<file path="src/rtl/neo_pbus_pkg.sv">
// Shared constants, window-state encoding and bus encoders for the P-bus
// address driver.
package neo_pbus_pkg;

  localparam int          DEF_PERIOD    = 8;
  localparam int          DEF_C_PHASE   = 0;
  localparam int          DEF_S_PHASE   = 4;
  localparam logic [19:0] DEF_IDLE_PBUS = 20'h00000;

  localparam int PBUS_W = 20;
  localparam int C_W    = 20;
  localparam int S_W    = 16;

  // Per-channel strobe window: IDLE -> SETUP (strobe low) -> RISE (strobe
  // high, done) -> HOLD (bus still driven) -> IDLE.
  typedef logic [1:0] win_t;
  localparam win_t WIN_IDLE  = 2'd0;
  localparam win_t WIN_SETUP = 2'd1;
  localparam win_t WIN_RISE  = 2'd2;
  localparam win_t WIN_HOLD  = 2'd3;

  // The latch chip rotates on capture; pre-rotate so it recovers the
  // original C-ROM address.
  function automatic logic [19:0] enc_c(input logic [19:0] a);
    return {a[3:0], a[19:4]};
  endfunction

  // Fix addresses occupy the low 16 bits, rotated the same way.
  function automatic logic [19:0] enc_s(input logic [15:0] a);
    return {4'h0, a[3:0], a[15:4]};
  endfunction

endpackage

</file>
<file path="src/rtl/neo_pbus_if.sv">
// Request handshakes and P-bus outputs of the address driver.
//
// Handshake (both channels): a transfer happens on a rising CLK edge where
// valid and ready are both 1. The source holds addr stable while valid is 1
// and ready is 0; ready may depend combinationally on the holding register
// and the phase, but never on valid.
interface neo_pbus_if;
  import neo_pbus_pkg::*;

  logic              phase_rst;
  logic [C_W-1:0]    c_addr;
  logic              c_valid;
  logic              c_ready;
  logic [S_W-1:0]    s_addr;
  logic              s_valid;
  logic              s_ready;
  logic [PBUS_W-1:0] PBUS;
  logic              PCK1B;
  logic              PCK2B;
  logic              c_done;
  logic              s_done;

  // Address source side.
  modport master (
    output phase_rst, c_addr, c_valid, s_addr, s_valid,
    input  c_ready, s_ready, PBUS, PCK1B, PCK2B, c_done, s_done
  );

  // Driver side.
  modport slave (
    input  phase_rst, c_addr, c_valid, s_addr, s_valid,
    output c_ready, s_ready, PBUS, PCK1B, PCK2B, c_done, s_done
  );

endinterface

</file>
<file path="src/rtl/neo_pbus_chan.sv">
// One address channel: holding register, ready logic, strobe window counter
// and done pulse. The top decides what goes on the shared bus using the
// drive_nxt / val_nxt look-ahead outputs.
module neo_pbus_chan
  import neo_pbus_pkg::*;
#(
  parameter int W     = 20,
  parameter int PH_W  = 3,
  parameter int PHASE = 0
) (
  input  logic            clk,
  input  logic            rst_n,
  input  logic [PH_W-1:0] ph,
  input  logic            blocked,
  input  logic [W-1:0]    addr,
  input  logic            valid,
  output logic            ready,
  output logic            drive_nxt,
  output logic [W-1:0]    val_nxt,
  output logic            pck,
  output logic            done,
  output win_t            win
);

  localparam logic [PH_W-1:0] PH_L = PH_W'(PHASE);

  logic         full_q;
  logic         pend_q;
  logic [W-1:0] hold_q;
  logic [W-1:0] win_dat_q;
  win_t         win_q;
  logic         pck_q;
  logic         done_q;

  logic at_phase;
  logic want;
  logic launch;

  // A launch is wanted at our phase, or later if it was deferred because a
  // window was still in flight (only possible after a phase_rst).
  assign at_phase = (ph == PH_L);
  assign want     = full_q && (at_phase || pend_q);
  assign launch   = want && (win_q == WIN_IDLE) && !blocked;

  // A load and a consume in the same cycle keep the register full.
  assign ready = rst_n && (!full_q || launch);

  // Bus is driven in the three cycles after launch.
  assign drive_nxt = launch || (win_q == WIN_SETUP) || (win_q == WIN_RISE);
  assign val_nxt   = launch ? hold_q : win_dat_q;

  assign pck  = pck_q;
  assign done = done_q;
  assign win  = win_q;

  // Holding register, deferred-launch flag, window counter and strobes.
  always_ff @(posedge clk) begin
    if (!rst_n) begin
      full_q    <= 1'b0;
      pend_q    <= 1'b0;
      hold_q    <= '0;
      win_dat_q <= '0;
      win_q     <= WIN_IDLE;
      pck_q     <= 1'b1;
      done_q    <= 1'b0;
    end else begin
      if (valid && ready) begin
        hold_q <= addr;
        full_q <= 1'b1;
      end else if (launch) begin
        full_q <= 1'b0;
      end

      pend_q <= want && !launch;

      if (launch) begin
        win_dat_q <= hold_q;
      end

      case (win_q)
        WIN_IDLE:  win_q <= launch ? WIN_SETUP : WIN_IDLE;
        WIN_SETUP: win_q <= WIN_RISE;
        WIN_RISE:  win_q <= WIN_HOLD;
        default:   win_q <= WIN_IDLE;
      endcase

      pck_q  <= !launch;
      done_q <= (win_q == WIN_SETUP);
    end
  end

endmodule

</file>
<file path="src/rtl/neo_pbus_drv.sv">
// P-bus address driver: phase counter, two launch channels and the
// registered PBUS multiplexer.
module neo_pbus_drv
  import neo_pbus_pkg::*;
#(
  parameter int          PERIOD    = DEF_PERIOD,
  parameter int          C_PHASE   = DEF_C_PHASE,
  parameter int          S_PHASE   = DEF_S_PHASE,
  parameter logic [19:0] IDLE_PBUS = DEF_IDLE_PBUS
) (
  input  logic       CLK,
  input  logic       nRESET,
  neo_pbus_if.slave  bus,
  output logic [7:0] dbg_ph,
  output win_t       dbg_c_win,
  output win_t       dbg_s_win
);

  // PERIOD >= 6 and slot spacing >= 3 are assumed by the window timing.
  localparam int PH_W = (PERIOD > 1) ? $clog2(PERIOD) : 1;
  localparam logic [PH_W-1:0] PH_LAST = PH_W'(PERIOD - 1);

  logic [PH_W-1:0]   ph_q;
  logic [PBUS_W-1:0] pbus_q;

  logic           c_drive_nxt;
  logic [C_W-1:0] c_val_nxt;
  logic           s_drive_nxt;
  logic [S_W-1:0] s_val_nxt;

  // Phase counter; phase_rst realigns to 0 on the next cycle.
  always_ff @(posedge CLK) begin
    if (!nRESET || bus.phase_rst) begin
      ph_q <= '0;
    end else if (ph_q == PH_LAST) begin
      ph_q <= '0;
    end else begin
      ph_q <= ph_q + 1'b1;
    end
  end

  neo_pbus_chan #(
    .W     (C_W),
    .PH_W  (PH_W),
    .PHASE (C_PHASE)
  ) u_c (
    .clk       (CLK),
    .rst_n     (nRESET),
    .ph        (ph_q),
    .blocked   (1'b0),
    .addr      (bus.c_addr),
    .valid     (bus.c_valid),
    .ready     (bus.c_ready),
    .drive_nxt (c_drive_nxt),
    .val_nxt   (c_val_nxt),
    .pck       (bus.PCK1B),
    .done      (bus.c_done),
    .win       (dbg_c_win)
  );

  // C owns the bus, so an S launch waits while C will drive next cycle.
  neo_pbus_chan #(
    .W     (S_W),
    .PH_W  (PH_W),
    .PHASE (S_PHASE)
  ) u_s (
    .clk       (CLK),
    .rst_n     (nRESET),
    .ph        (ph_q),
    .blocked   (c_drive_nxt),
    .addr      (bus.s_addr),
    .valid     (bus.s_valid),
    .ready     (bus.s_ready),
    .drive_nxt (s_drive_nxt),
    .val_nxt   (s_val_nxt),
    .pck       (bus.PCK2B),
    .done      (bus.s_done),
    .win       (dbg_s_win)
  );

  // Registered bus mux, C first, idle value otherwise.
  always_ff @(posedge CLK) begin
    if (!nRESET) begin
      pbus_q <= IDLE_PBUS;
    end else if (c_drive_nxt) begin
      pbus_q <= enc_c(c_val_nxt);
    end else if (s_drive_nxt) begin
      pbus_q <= enc_s(s_val_nxt);
    end else begin
      pbus_q <= IDLE_PBUS;
    end
  end

  assign bus.PBUS = pbus_q;
  assign dbg_ph   = 8'(ph_q);

endmodule

</file>
<file path="src/flat_wrapper.sv">
// flat-port wrapper written by rule: the top's interface ports become plain ports
module neo_pbus_drv_flat import neo_pbus_pkg::*;
#(
  parameter int          PERIOD    = DEF_PERIOD,
  parameter int          C_PHASE   = DEF_C_PHASE,
  parameter int          S_PHASE   = DEF_S_PHASE,
  parameter logic [19:0] IDLE_PBUS = DEF_IDLE_PBUS
)
  (CLK, nRESET, dbg_ph, dbg_c_win, dbg_s_win, bus_phase_rst, bus_c_addr, bus_c_valid, bus_s_addr, bus_s_valid, bus_c_ready, bus_s_ready, bus_PBUS, bus_PCK1B, bus_PCK2B, bus_c_done, bus_s_done);
  neo_pbus_if bus_i ();
  input  logic CLK;
  input  logic nRESET;
  output logic [7:0] dbg_ph;
  output win_t dbg_c_win;
  output win_t dbg_s_win;
  input wire logic [$bits(bus_i.phase_rst)-1:0] bus_phase_rst;
  input wire logic [$bits(bus_i.c_addr)-1:0] bus_c_addr;
  input wire logic [$bits(bus_i.c_valid)-1:0] bus_c_valid;
  input wire logic [$bits(bus_i.s_addr)-1:0] bus_s_addr;
  input wire logic [$bits(bus_i.s_valid)-1:0] bus_s_valid;
  output wire logic [$bits(bus_i.c_ready)-1:0] bus_c_ready;
  output wire logic [$bits(bus_i.s_ready)-1:0] bus_s_ready;
  output wire logic [$bits(bus_i.PBUS)-1:0] bus_PBUS;
  output wire logic [$bits(bus_i.PCK1B)-1:0] bus_PCK1B;
  output wire logic [$bits(bus_i.PCK2B)-1:0] bus_PCK2B;
  output wire logic [$bits(bus_i.c_done)-1:0] bus_c_done;
  output wire logic [$bits(bus_i.s_done)-1:0] bus_s_done;
  assign bus_i.phase_rst = bus_phase_rst;
  assign bus_i.c_addr = bus_c_addr;
  assign bus_i.c_valid = bus_c_valid;
  assign bus_i.s_addr = bus_s_addr;
  assign bus_i.s_valid = bus_s_valid;
  assign bus_c_ready = bus_i.c_ready;
  assign bus_s_ready = bus_i.s_ready;
  assign bus_PBUS = bus_i.PBUS;
  assign bus_PCK1B = bus_i.PCK1B;
  assign bus_PCK2B = bus_i.PCK2B;
  assign bus_c_done = bus_i.c_done;
  assign bus_s_done = bus_i.s_done;
  neo_pbus_drv #(.PERIOD(PERIOD), .C_PHASE(C_PHASE), .S_PHASE(S_PHASE), .IDLE_PBUS(IDLE_PBUS)) u_core (.CLK(CLK), .nRESET(nRESET), .bus(bus_i), .dbg_ph(dbg_ph), .dbg_c_win(dbg_c_win), .dbg_s_win(dbg_s_win));
endmodule
</file>
<file path="config.mk">
export PLATFORM = sky130hd
export DESIGN_NAME = neo_pbus_drv_flat
export DESIGN_NICKNAME = d
export VERILOG_FILES = /design/src/rtl/neo_pbus_pkg.sv /design/src/rtl/neo_pbus_if.sv /design/src/rtl/neo_pbus_chan.sv /design/src/rtl/neo_pbus_drv.sv /design/src/flat_wrapper.sv
export SDC_FILE = /design/constraint.sdc
export NUM_CORES = 1
export LEC_CHECK = 0
export ABC_CLOCK_PERIOD_IN_PS = 1800
export BUFFER_PORTS_ARGS = -buffer_cell sky130_fd_sc_hd__buf_4
export CAP_MARGIN = 10
export CORE_MARGIN = 5
export CORE_UTILIZATION = 40
export CTS_BUF_LIST = sky130_fd_sc_hd__clkbuf_2 sky130_fd_sc_hd__clkbuf_4 sky130_fd_sc_hd__clkbuf_8
export DETAILED_ROUTE_END_ITERATION = 7
export GPL_TIMING_DRIVEN = 0
export PLACE_DENSITY = 0.62
export SKIP_LAST_GASP = 1
export SYNTH_ARGS = -nofsm -noshare
export SYNTH_HDL_FRONTEND = slang
export SYNTH_SLANG_ARGS = --single-unit
</file>
<file path="constraint.sdc">
create_clock -name CLK -period 1.8 [get_ports CLK]
set_input_delay 0.18 -clock CLK [delete_from_list [all_inputs] [get_ports CLK]]
set_output_delay 0.18 -clock CLK [all_outputs]
set_load 0.1 [all_outputs]
</file>
# After elaboration in Yosys (flattened, before gate mapping)
# Index checks and enable logic that the tools add are counted.
# W data, S select, Z words.
[totals]
reg_bits = 107
output_inout_bits = 38
[op_classes]
n_addsub = 1
eq_ne = 6
n_mux = 12
n_reduce_logical = 32
[ops]
columns = ["operator", "count"]
rows = [
  ["$mux W20", 2],
  ["$mux W16", 2],
  ["$pmux W2 S3", 2],
  ["$logic_and A1 B1 Y1", 11],
  ["$logic_or A1 B1 Y1", 9],
  ["$eq A3 B3 Y1 const B", 2],
  ["$logic_not A1 Y1", 6],
  ["$mux W1", 6],
  ["$eq A2 B1 Y1 const B", 2],
  ["$eq A2 B2 Y1 const B", 2],
  ["$logic_not A2 Y1", 2],
  ["$reduce_bool A2 Y1", 2],
  ["$add A3 B1 Y3 const B", 1],
  ["$logic_not A3 Y1", 1],
  ["$reduce_or A2 Y1", 1],
]

# Longest topological paths before layout
# Gate-level depths: netlist of run 1.
[depth]
depth_word = 12
mapped_depth = 9
mapped_depth_nobuf = 7

# Modules after synthesis
# Synthesis of run 1 repeated with hierarchy kept, for this count alone.
[hier_totals]
cells_unflattened = 472
area_unflattened_um2 = 4754.6
[by_module_without_submodules]
columns = ["module", "n_inst", "cells_each", "area_per_inst_um2", "seq_area_each_um2"]
rows = [
  ["neo_pbus_chan at u_core.u_c", 1, 206, 2124.5, 920.9],
  ["neo_pbus_chan at u_core.u_s", 1, 171, 1722.9, 760.7],
  ["neo_pbus_drv", 1, 95, 907.1, 460.4],
]

# Worst setup path after synthesis of run 1
# OpenSTA, ideal clock, no wires.
[synth_timing]
kind = "flip-flop to output port"
from = "register u_core.ph_q[0]"
to = "output bus_c_ready"
arrival_ns = 2.985
required_ns = 1.620
path_slack_ns = -1.365
path_stages_with_launch = 7
path_cell_list = "dfxtp_1 -> inv_1 -> ha_1 -> nor2b_4 -> o211ai_4 -> clkbuf_1 -> a21oi_1"
[synth_via]
elab_chain_cells = 6
[synth_lines]
columns = ["element", "line_no", "rtl"]
rows = [
  ["start, declared", "neo_pbus_drv.sv:23", "logic [PH_W-1:0] ph_q;"],
  ["start signal, assigned", "neo_pbus_drv.sv:38", "ph_q <= ph_q + 1'b1;"],
  ["$logic_not A3 Y1", "neo_pbus_chan.sv:41", "assign at_phase = (ph == PH_L);"],
  ["$logic_or A1 B1 Y1", "neo_pbus_chan.sv:42", "assign want = full_q && (at_phase || pend_q);"],
  ["$logic_and A1 B1 Y1", "neo_pbus_chan.sv:42", ""],
  ["$logic_and A1 B1 Y1", "neo_pbus_chan.sv:43", "assign launch = want && (win_q == WIN_IDLE) && !blocked;"],
  ["$logic_or A1 B1 Y1", "neo_pbus_chan.sv:46", "assign ready = rst_n && (!full_q || launch);"],
  ["$logic_and A1 B1 Y1", "neo_pbus_chan.sv:46", ""],
  ["end, declared", "flat_wrapper.sv:21", "output wire logic [$bits(bus_i.c_ready)-1:0] bus_c_ready;"],
]
# No other way between the ends.

# Final worst setup path of run 1
[layout_timing]
from = "register u_core.ph_q[1]"
to = "output bus_s_ready"
[layout_via]
elab_chain_cells = 10
[layout_lines]
columns = ["element", "line_no", "rtl"]
rows = [
  ["$logic_not A3 Y1", "neo_pbus_chan.sv:41", ""],
  ["$logic_or A1 B1 Y1", "neo_pbus_chan.sv:42", ""],
  ["$logic_and A1 B1 Y1", "neo_pbus_chan.sv:42", ""],
  ["$logic_and A1 B1 Y1", "neo_pbus_chan.sv:43", ""],
  ["$logic_or A1 B1 Y1 (2 in a row)", "neo_pbus_chan.sv:49", "assign drive_nxt = launch || (win_q == WIN_SETUP) || (win_q == WIN_RISE);"],
  ["$logic_not A1 Y1", "neo_pbus_chan.sv:43", ""],
  ["$logic_and A1 B1 Y1 *", "neo_pbus_chan.sv:43", ""],
  ["$logic_or A1 B1 Y1 *", "neo_pbus_chan.sv:46", ""],
  ["$logic_and A1 B1 Y1 *", "neo_pbus_chan.sv:46", ""],
  ["end, declared", "flat_wrapper.sv:22", "output wire logic [$bits(bus_i.s_ready)-1:0] bus_s_ready;"],
]
# Mark *: on every way between the ends. The rest lies on a longest branch, timed or not.

==> results of run 1 <==
## worst min-delay path, cell delays in order
cell and delay [ps]:
buf_4 110, inv_1 40, o21ai_1 50
## metrics by stage
step / cell area, um^2 / hold slack [ps] / worst slack, ps
finish: 6080 / 34.1 / -342
floorplan: 4190 / 247 / -541
detailed placement: 4890 / 350 / -426
global route: 6080 / 19.5 / -417
global placement: 4890 / 344 / -410
CTS: 5570 / 22.8 / -356
## timing repair
item                       CTS  global route
buffers inserted            20            16
hold endpoints to repair     1             0
setup endpoints to repair   54            74
pin swaps                   14            11
cloned                       3             1
resized for setup           74            79
hold buffers                 1             0
## final cells by class
type	count	area, um^2
fill	824	3650
multi-input combinational	266	2170
sequential	107	2170
timing repair buffer	113	1050
buffer	28	223
tap	133	166
clock buffer	10	138
inverter	30	119
clock inverter	6	53.8
## report_power, final
part           switching [uW]  internal [uW]  leakage [uW]  total, uW
sequential               85.9           2460      0.000876       2550
clock                     870            569     0.0000958       1440
combinational             636            415       0.00149       1050
## cells in the mapped netlist (all sizes together)
cell type and n:
inv 30, o22ai 32, and2 6, o21ai 22, ha 9, o211ai 2
buf 18, nand2 69, a31oi 1, dfxtp 107, o211a 1, a21boi 16
a21oi 21, and3 2, nor2 28, o311ai 1, mux2i 20, nor4 1
nor3 7, nand3 21, clkbuf 14, nor2b 1, a21o 1, conb 1
## sequential cells by signal, indices dropped and copies added, names as in the netlist
register,count
u_core.u_c.pend_q,1
u_core.u_s.pck,1
u_core.u_s.hold_q,16
u_core.u_s.win_dat_q,16
u_core.u_c.hold_q,20
u_core.u_c.pck,1
u_core.u_s.win,2
u_core.u_c.win_dat_q,20
u_core.u_s.pend_q,1
u_core.u_c.win,2
u_core.ph_q,3
u_core.u_s.full_q,1
u_core.bus.PBUS,20
u_core.u_c.full_q,1
u_core.u_s.done,1
u_core.u_c.done,1
## worst max path at each step
stage | startpoint | to | slack (ps)
2_1_floorplan | u_core.ph_q[1] | bus_s_ready | -540
4_1_cts | u_core.ph_q[1] | bus_s_ready | -360
3_5_place_dp | u_core.ph_q[0] | bus_s_ready | -430
5_1_grt | u_core.ph_q[1] | bus_s_ready | -420
3_3_place_gp | u_core.ph_q[0] | bus_s_ready | -410
6_report | u_core.ph_q[1] | bus_s_ready | -340
## layout by cell type, fill, tap and decap left out, types with 6 or more instances in the layout
cell type  count
a21boi_1       6
a21boi_4       6
o22ai_2        8
nor3_1         6
nand2_2        6
dfxtp_4        6
and2_1         6
buf_6         15
a21oi_1       20
inv_1         26
clkbuf_8      11
o22ai_1       20
dfxtp_1      100
nand2_1       62
nand3_2       19
nor2_1        25
clkbuf_1      10
ha_1           6
buf_12        10
mux2i_4       15
o21ai_1       16
buf_4         95
## layer usage
layer	track usage, %	up-vias
met5	0	-
met1	21.9	1532
met3	3.52	8
met2	28.3	88
li1	-	1691
met4	4.81	0
## cells by family (layout without fill, tap and decap cells)
kind of cell	count (synthesis)	after routing
AOI/OAI and AO/OA	97	97
adders and majority gates	9	9
buffers and inverters	62	187
DFF	107	107
muxes	20	20
other	1	5
and+or+nand+nor	135	135
==> out/results.txt, run 1 <==
detailed-route wire length: 10200 um
Die Y: 110 um
Min-Delay Startpoint: bus_c_addr[1]
M1 WL: 4520 um
post-synthesis mux area share: 5.05%
DR vias: 3319
first-pass GRT wire length: 15700 um
top layer in use: met4
Peak VDD IR: 0.451 mV
total gr overflow: 0
final hold violations: 0
metal2 WL: 5080 um
Skew-Pair Late Insertion Delay: 370 ps
antenna violations before repair: 0
main area contributors after synthesis: dfxtp_1, nand2_1, mux2i_1
layout cells sized above 1: 43.2%
Synth Area in Compound Gates: 15.7%
pwr dens: 829 nW/um^2
R2R setup slack: -260 ps
crit-path cells: inv_2, ha_4, nor2b_4, o211ai_4, and3_4, o21ai_4, buf_6, clkinvlp_4, buf_12
Final min period: 2140 ps
ANT nets after route: 0
# rows: 36
vias per cell: 4.79
fmax: 467 MHz
flop and latch count out of synthesis: 107
worst hold endpoint: u_core.u_c.hold_q[1]
post-DP HPWL: 6750 um
Starting Density: 40.8%
max-slew violations: 0
Die Wd: 110 um
Worst path max stage delay: 360 ps
Leakage Power: 0.00246 uW
clk root buf: clkbuf_8
XOR/XNOR Fraction of Synth Area: 0%
worst slew pin tran: 850 ps
placed insts: 640
RSZ-0062 raised after global routing: true
Simple-Gate Fraction of Synth Area: 15.0%
Netlist cell types: 34
total CTS buffers: 9
Net count, final: 605
cell taking the most area after synthesis: dfxtp_1
wire per inst: 14.8 um
initial drt markers: 139
reg2reg end: u_core.u_c.hold_q[5]
max-cap viol count: 0
htree depth: 3
metal3 WL: 523 um
Worst setup EP type: output pin
synth-to-layout area growth: 53.4%
drc violations: 0
Final Setup Violations: 56
WHS Path Cells: 3
setup_tns: -10720 ps
Post-Syn Area: 3970 um^2
Crit Path Category: flip-flop to output pin
R2R depth: 12
largest net degree at the start of global routing: 20
sequential element share of the synthesized area: 54.0%
drt pass-1 iters: 5
required time worst endpoint: 1620 ps
delay-heaviest family, CP: buffers and inverters
Worst setup SP type: flip-flop
CTS tree: yes
CP Buf/Inv Count: 4
Critical Path AT: 1960 ps
clock skew: 14.3 ps
total routing usage reported by global routing: 16.9%
clock sinks: 107
worst reg2reg path startpoint: u_core.ph_q[0]
Synth top area share: 54.0%
Max-slew headroom: 43.4%
final core area utilization: 62.5%
largest fanout on the critical path: 3
Worst Slack Setup Final: -342 ps
WP depth: 9
outcome: complete, but fails checks
largest family of logic cells by synthesized area: compound AO/OA/AOI/OAI gates
number of global-route vias before repair: 3183
Die Area: 12000 um^2
violated checks: negative setup slack
CTS Buffer Depth: 2
Inserted Diodes: 0
PnR Total Power: 5040 uW
hold crit path type: primary input to flip-flop
Syn Inst Count: 431
RePlAce Congestion: 0.769
Synth Warn #: 0
critical path's slowest cell: dfxtp_4
number of port buffers: 72
Post-Synth Adder-Cell Area: 2.84%
syn avg cell area: 9.20 um^2
Final period util: 119%
Core ar.: 9730 um^2
Layout Cells excl Fill: 693
clock transition at the registers of the reported paths: 110 ps
I/O pin count: 79
Note: power is estimated with default switching activity, not from simulation.
==> run 2: changes to the inputs <==
- CAP_MARGIN: 10 -> 20
- REMOVE_ABC_BUFFERS: not set -> 1
==> run 2 against run 1 <==
  * The run still ends with negative setup slack left
  * Register-to-register slack gained 50 ps
  * Clock power is 4% lower
  * Worst hold slack gained 26 ps
  * Count of clock-buffer cells in the layout down 1
  * First-iteration DRC count increased by 58%
  * Clock skew rose by 2.1 ps
  * Via count decreased by 1.2%
  * Utilization fell by 6.5 points
  * Wire length up 5.1%
==> out/results.txt, run 2 (synthesis results as in run 1) <==
I/O pin count: 79 (unchanged)
number of port buffers: 73 (+1.4%)
number of global-route vias before repair: 3131 (-1.6%)
multi-input logic area: 1880 um^2 (-13%)
synth-to-layout area growth: 37.5%
Peak VDD IR: 0.337 mV (-25%)
Final period util: 112% (-7.1 points)
Die Area: 12000 um^2 (unchanged)
Starting Density: 40.8% (unchanged)
Register Area: 2150 um^2 (-0.64%)
max-cap viol count: 0 (unchanged)
RePlAce Congestion: 0.733 (-4.6%)
violated checks: negative setup slack
setup_tns: -6440 ps (+4270 ps)
Net count, final: 576 (-4.8%)
Leakage Power: 0.00222 uW (-10%)
clock transition at the registers of the reported paths: 110 ps (about the same)
PnR Total Power: 4870 uW (-3.4%)
DR vias: 3280 (-1.2%)
Crit Path Category: flip-flop to flip-flop
pre-CTS setup slack: -1250 ps (-825 ps)
most frequent cells in the layout: dfxtp_1, buf_4, nand2_1
Worst setup SP type: flip-flop
Core ar.: 9730 um^2 (unchanged)
largest net degree at the start of global routing: 65 (+230%)
Max-slew headroom: 53.8% (+10 points)
first-pass GRT wire length: 15900 um (+1.1%)
required time worst endpoint: 2010 ps (+390 ps)
initial drt markers: 219 (+58%)
CTS Buffer Depth: 2 (unchanged)
total gr overflow: 0 (unchanged)
post-DP HPWL: 5640 um (-17%)
# rows: 36 (unchanged)
Fill cells: 865 (+5.0%)
Die Y: 110 um (unchanged)
Worst path max stage delay: 350 ps (about the same)
pwr dens: 894 nW/um^2 (+7.8%)
max-slew violations: 0 (unchanged)
most common cell after layout, fill and taps aside: dfxtp_1
CTS tree: yes
fmax: 496 MHz (+6.3%)
htree depth: 3 (unchanged)
wire per inst: 16.2 um (+9.7%)
Inserted Diodes: 0 (unchanged)
Die Wd: 110 um (unchanged)
total routing usage reported by global routing: 17.5% (+0.70 points)
drt pass-1 iters: 4 (-1)
ANT nets after route: 0 (unchanged)
Final Setup Violations: 64 (+14%)
Critical Path AT: 2230 ps (+270 ps)
detailed-route wire length: 10700 um (+5.1%)
critical path's slowest cell: dfxtp_2
Skew-Pair Late Insertion Delay: 370 ps (about the same)
Final min period: 2010 ps (-128 ps)
antenna violations before repair: 0 (unchanged)
clock sinks: 107 (unchanged)
layout cells sized above 1: 33.0% (-10 points)
final hold violations: 0 (unchanged)
crit-path cells: inv_2, ha_4, nor2b_4, o211ai_4, and3_4, buf_4, buf_12, buf_16, mux2i_2, o22ai_1
outcome: complete, but fails checks
hold crit path type: primary input to flip-flop
clk root buf: clkbuf_8
vias per cell: 4.94 (+3.1%)
Worst setup EP type: flip-flop
worst slew pin tran: 693 ps (-156 ps)
largest fanout on the critical path: 6 (+3)
Worst Slack Setup Final: -214 ps (+128 ps)
clock skew: 16.4 ps (+2.08 ps)
drc violations: 0 (unchanged)
RSZ-0062 raised after global routing: true
total CTS buffers: 9 (unchanged)
[run 2: cell count changes in the layout (fill, tap and decap cells not counted), moves of 10 or more]
cell,change
nand3_2,-19
clkbuf_1,-10
o21ai_0,+20
a21boi_0,+13
o21ai_1,-16
nand3_1,+20
[run 2: power breakdown]
| group | internal [uW] | switching, uW | total, uW |
|---|---|---|---|
| Sequential | 2470 | 65.8 | 2530 |
| Clock | 526 | 851 | 1380 |
| Combinational | 330 | 629 | 959 |
[run 2: final timing paths]
kind	cells after the start	slack (ps)	endpoint	from
max reg2reg	10	-210	u_core.bus.PBUS[3]	u_core.ph_q[0]
max	10	-210	u_core.bus.PBUS[3]	u_core.ph_q[0]
min	3	60	u_core.u_c.hold_q[16]	bus_c_addr[16]
min reg2reg	2	460	u_core.u_c.win_dat_q[8]	u_core.u_c.win_dat_q[8]
[run 2: layer usage]
| metal | track usage (%) | routed length, um | part of all wire, % | up-vias |
|---|---|---|---|---|
| met5 | 0 | 0 | 0 | - |
| met4 | 7.30 | 273 | 2.5 | 0 |
| met3 | 3.41 | 558 | 5.2 | 19 |
| met2 | 29.9 | 5370 | 50 | 90 |
| met1 | 21.7 | 4540 | 42 | 1527 |
| li1 | - | - | - | 1644 |
[run 2: worst max-delay path, delay by kind of cell, from the launching register on]
family | cells | cell delay (ps)
buffers and inverters | 4 | 420
DFF | 1 | 350
adders and majority gates | 1 | 150
AOI/OAI and AO/OA | 2 | 290
muxes | 1 | 260
and+or+nand+nor | 2 | 370
[run 2: layout make-up]
type / count / area share [%]
inverter: 30 / 2.11
sequential: 107 / 39.5
clock buffer: 9 / 2.27
tap: 133 / 3.05
clock inverter: 7 / 1.06
timing repair buffer: 107 / 17.6
multi-input combinational: 271 / 34.5
[run 2: timing repair]
| item | in CTS | in global routing |
|---|---|---|
| cloned | 3 | 4 |
| pin swaps | 12 | 9 |
| buffers inserted | 17 | 12 |
| hold buffers | 1 | 0 |
| gates resized for setup | 62 | 21 |
| setup endpoints to repair | 101 | 91 |
| hold endpoints to repair | 1 | 0 |
[run 2: metrics by stage]
stage	hold slack [ps]	util [%]	instances	cell area, um^2
floorplan	242	-	403	3800
global route	47.2	56.0	664	5450
detailed placement	374	47.0	612	4570
global placement	352	46.4	609	4510
CTS	43.0	53.4	649	5190
finish	60.5	56.0	664	5450
==> run 3: changes to the inputs <==
- PLACE_DENSITY: 0.62 -> not set
==> run 3 against run 2 <==
  * Worst hold slack got worse by 22 ps
  * Total power is 2.0% higher
  * Highest routed layer unchanged
  * Fmax decreased by 4.6%
  * Clock skew shrank 7.2 ps
  * Utilization rose by 3.0 points
  * Wire length grew 1.6%
  * First-iteration DRC count fell by 54%
  * Via count rose by 0.12%
  * Die area is the same
  * Sequential cell count did not move
  * The run still ends with negative setup slack left
==> out/results.txt, run 3 (synthesis results as in run 1) <==
delay-heaviest family, CP: buffers and inverters
reg2reg end: u_core.bus.PBUS[15]
detailed-route wire length: 10900 um (+1.6%)
drc violations: 0 (unchanged)
Skew-Pair Late Insertion Delay: 370 ps (about the same)
Die Y: 110 um (unchanged)
Leakage Power: 0.00229 uW (+3.3%)
clk root buf: clkbuf_8
CTS Buffer Depth: 2 (unchanged)
Min-Delay Startpoint: bus_c_addr[7]
wire per inst: 16.4 um (+1.2%)
Worst path max stage delay: 390 ps (+40 ps)
required time worst endpoint: 1620 ps (-390 ps)
most common cell after layout, fill and taps aside: dfxtp_1
vias per cell: 4.93 (-0.18%)
final instance area: 5750 um^2 (+5.4%)
Critical Path AT: 1930 ps (-300 ps)
Max-slew headroom: 50.3% (-3.5 points)
initial drt markers: 100 (-54%)
pwr dens: 865 nW/um^2 (-3.2%)
Starting Density: 40.8% (unchanged)
max-slew violations: 0 (unchanged)
WHS Path Cells: 3 (unchanged)
violated checks: negative setup slack
R2R setup slack: -300 ps (-90 ps)
hold crit path type: primary input to flip-flop
antenna violations before repair: 0 (unchanged)
clock transition at the registers of the reported paths: 100 ps (about the same)
worst reg2reg path startpoint: u_core.ph_q[0]
DR vias: 3284 (+0.12%)
Inserted Diodes: 0 (unchanged)
Final Setup Violations: 71 (+11%)
largest net degree at the start of global routing: 65 (unchanged)
max-cap viol count: 0 (unchanged)
synth-to-layout area growth: 44.9%
Core ar.: 9730 um^2 (unchanged)
final core area utilization: 59.1% (+3.0 points)
worst slew pin tran: 745 ps (+51.8 ps)
total gr overflow: 0 (unchanged)
outcome: complete, but fails checks
Fill cells: 843 (-2.5%)
clock skew: 9.19 ps (-7.23 ps)
total CTS buffers: 9 (unchanged)
layout cells sized above 1: 37.0% (+4.0 points)
Worst setup EP type: output pin
Die Wd: 110 um (unchanged)
RSZ-0062 raised after global routing: true
total routing usage reported by global routing: 17.3% (-0.23 points)
Crit Path Category: flip-flop to output pin
first-pass GRT wire length: 15700 um (-1.5%)
Peak VDD IR: 0.440 mV (+30%)
number of port buffers: 73 (unchanged)
final hold violations: 0 (unchanged)
# rows: 36 (unchanged)
CTS tree: yes
Worst setup SP type: flip-flop
most frequent cells in the layout: dfxtp_1, buf_4, nand2_1
crit-path cells: inv_1, ha_2, nor2_4, and3_4, buf_16, o21ai_4, inv_2, buf_12
Final min period: 2110 ps (+97.1 ps)
fmax: 474 MHz (-4.6%)
clock sinks: 107 (unchanged)
Area after DPL: 4580 um^2 (+0.14%)
Min Hold Slack: 38.7 ps (-21.8 ps)
Net count, final: 578 (+0.35%)
Worst Slack Setup Final: -311 ps (-97.1 ps)
ANT nets after route: 0 (unchanged)
R2R depth: 10 (unchanged)
RePlAce Congestion: 0.747 (+1.8%)
largest fanout on the critical path: 3 (-3)
critical path's slowest cell: dfxtp_2
PnR Total Power: 4970 uW (+2.0%)
htree depth: 3 (unchanged)
post-DP HPWL: 5700 um (+1.2%)
CP Buf/Inv Count: 4 (unchanged)
drt pass-1 iters: 4 (unchanged)
Final period util: 117% (+5.4 points)
worst hold endpoint: u_core.u_c.hold_q[7]
I/O pin count: 79 (unchanged)
number of global-route vias before repair: 3171 (+1.3%)
Die Area: 12000 um^2 (unchanged)
run 3: cell types whose count changed in the layout (fill, tap and decap cells not counted), sizes merged:
| cell | delta |
|---|---|
| clkinv | +1 |
| inv | -2 |
| buf | +3 |
| o211ai | -3 |
| clkbuf | +3 |
run 3: worst min-delay path: stages:
cell and delay [ps]:
buf_4 70, inv_1 30, o21ai_1 100
run 3: cell type report:
cell class              instances  area, um^2  area share, %
clock buffers                  10         131           2.29
inverters                      30         115           2.00
clock inverters                 6        48.8          0.849
repair buffers                112        1080           18.8
well taps                     133         166           2.90
multi-input cells             268        2050           35.7
flip-flops and latches        107        2150           37.5
run 3: repair_timing:
action / CTS / global route
pin swaps: 13 / 7
endpoints found under the setup margin: 100 / 89
buffers inserted: 23 / 9
gates resized for setup: 61 / 90
gates cloned: 4 / 3
hold buffers: 1 / 0
hold endpoints to repair: 1 / 0
run 3: layer usage:
metal / wire length [um] / GRT usage (%) / vias up
met5: 0 / 0 / -
met4: 282 / 8.73 / 0
met3: 421 / 3.29 / 22
met2: 5800 / 30.7 / 63
met1: 4400 / 19.8 / 1563
li1: - / - / 1636
run 3: report_power, final:
part | switching [uW] | internal (uW)
Clock | 855 | 534
Combinational | 648 | 382
Sequential | 79.2 | 2470
Total | 1580 | 3390
run 3: worst max path at each step:
stage	start	to	slack (ps)	cells past startpoint
2_1_floorplan	u_core.ph_q[0]	bus_s_ready	-2000	7
3_3_place_gp	u_core.ph_q[0]	bus_s_ready	-1700	8
3_5_place_dp	u_core.ph_q[0]	bus_s_ready	-1230	9
4_1_cts	u_core.ph_q[0]	bus_s_ready	-350	9
5_1_grt	u_core.u_c.win[0]	bus_s_ready	-390	8
6_report	u_core.u_c.win[0]	bus_s_ready	-310	8
run 3: through the flow:
step           worst slack (ps)  setup TNS [ps]  std cells
2_1_floorplan             -2000         -115100        403
3_3_place_gp              -1700          -95510        609
3_5_place_dp              -1230          -64620        613
4_1_cts                    -349          -11010        657
5_1_grt                    -394          -20120        666
6_report                   -311          -14840        666
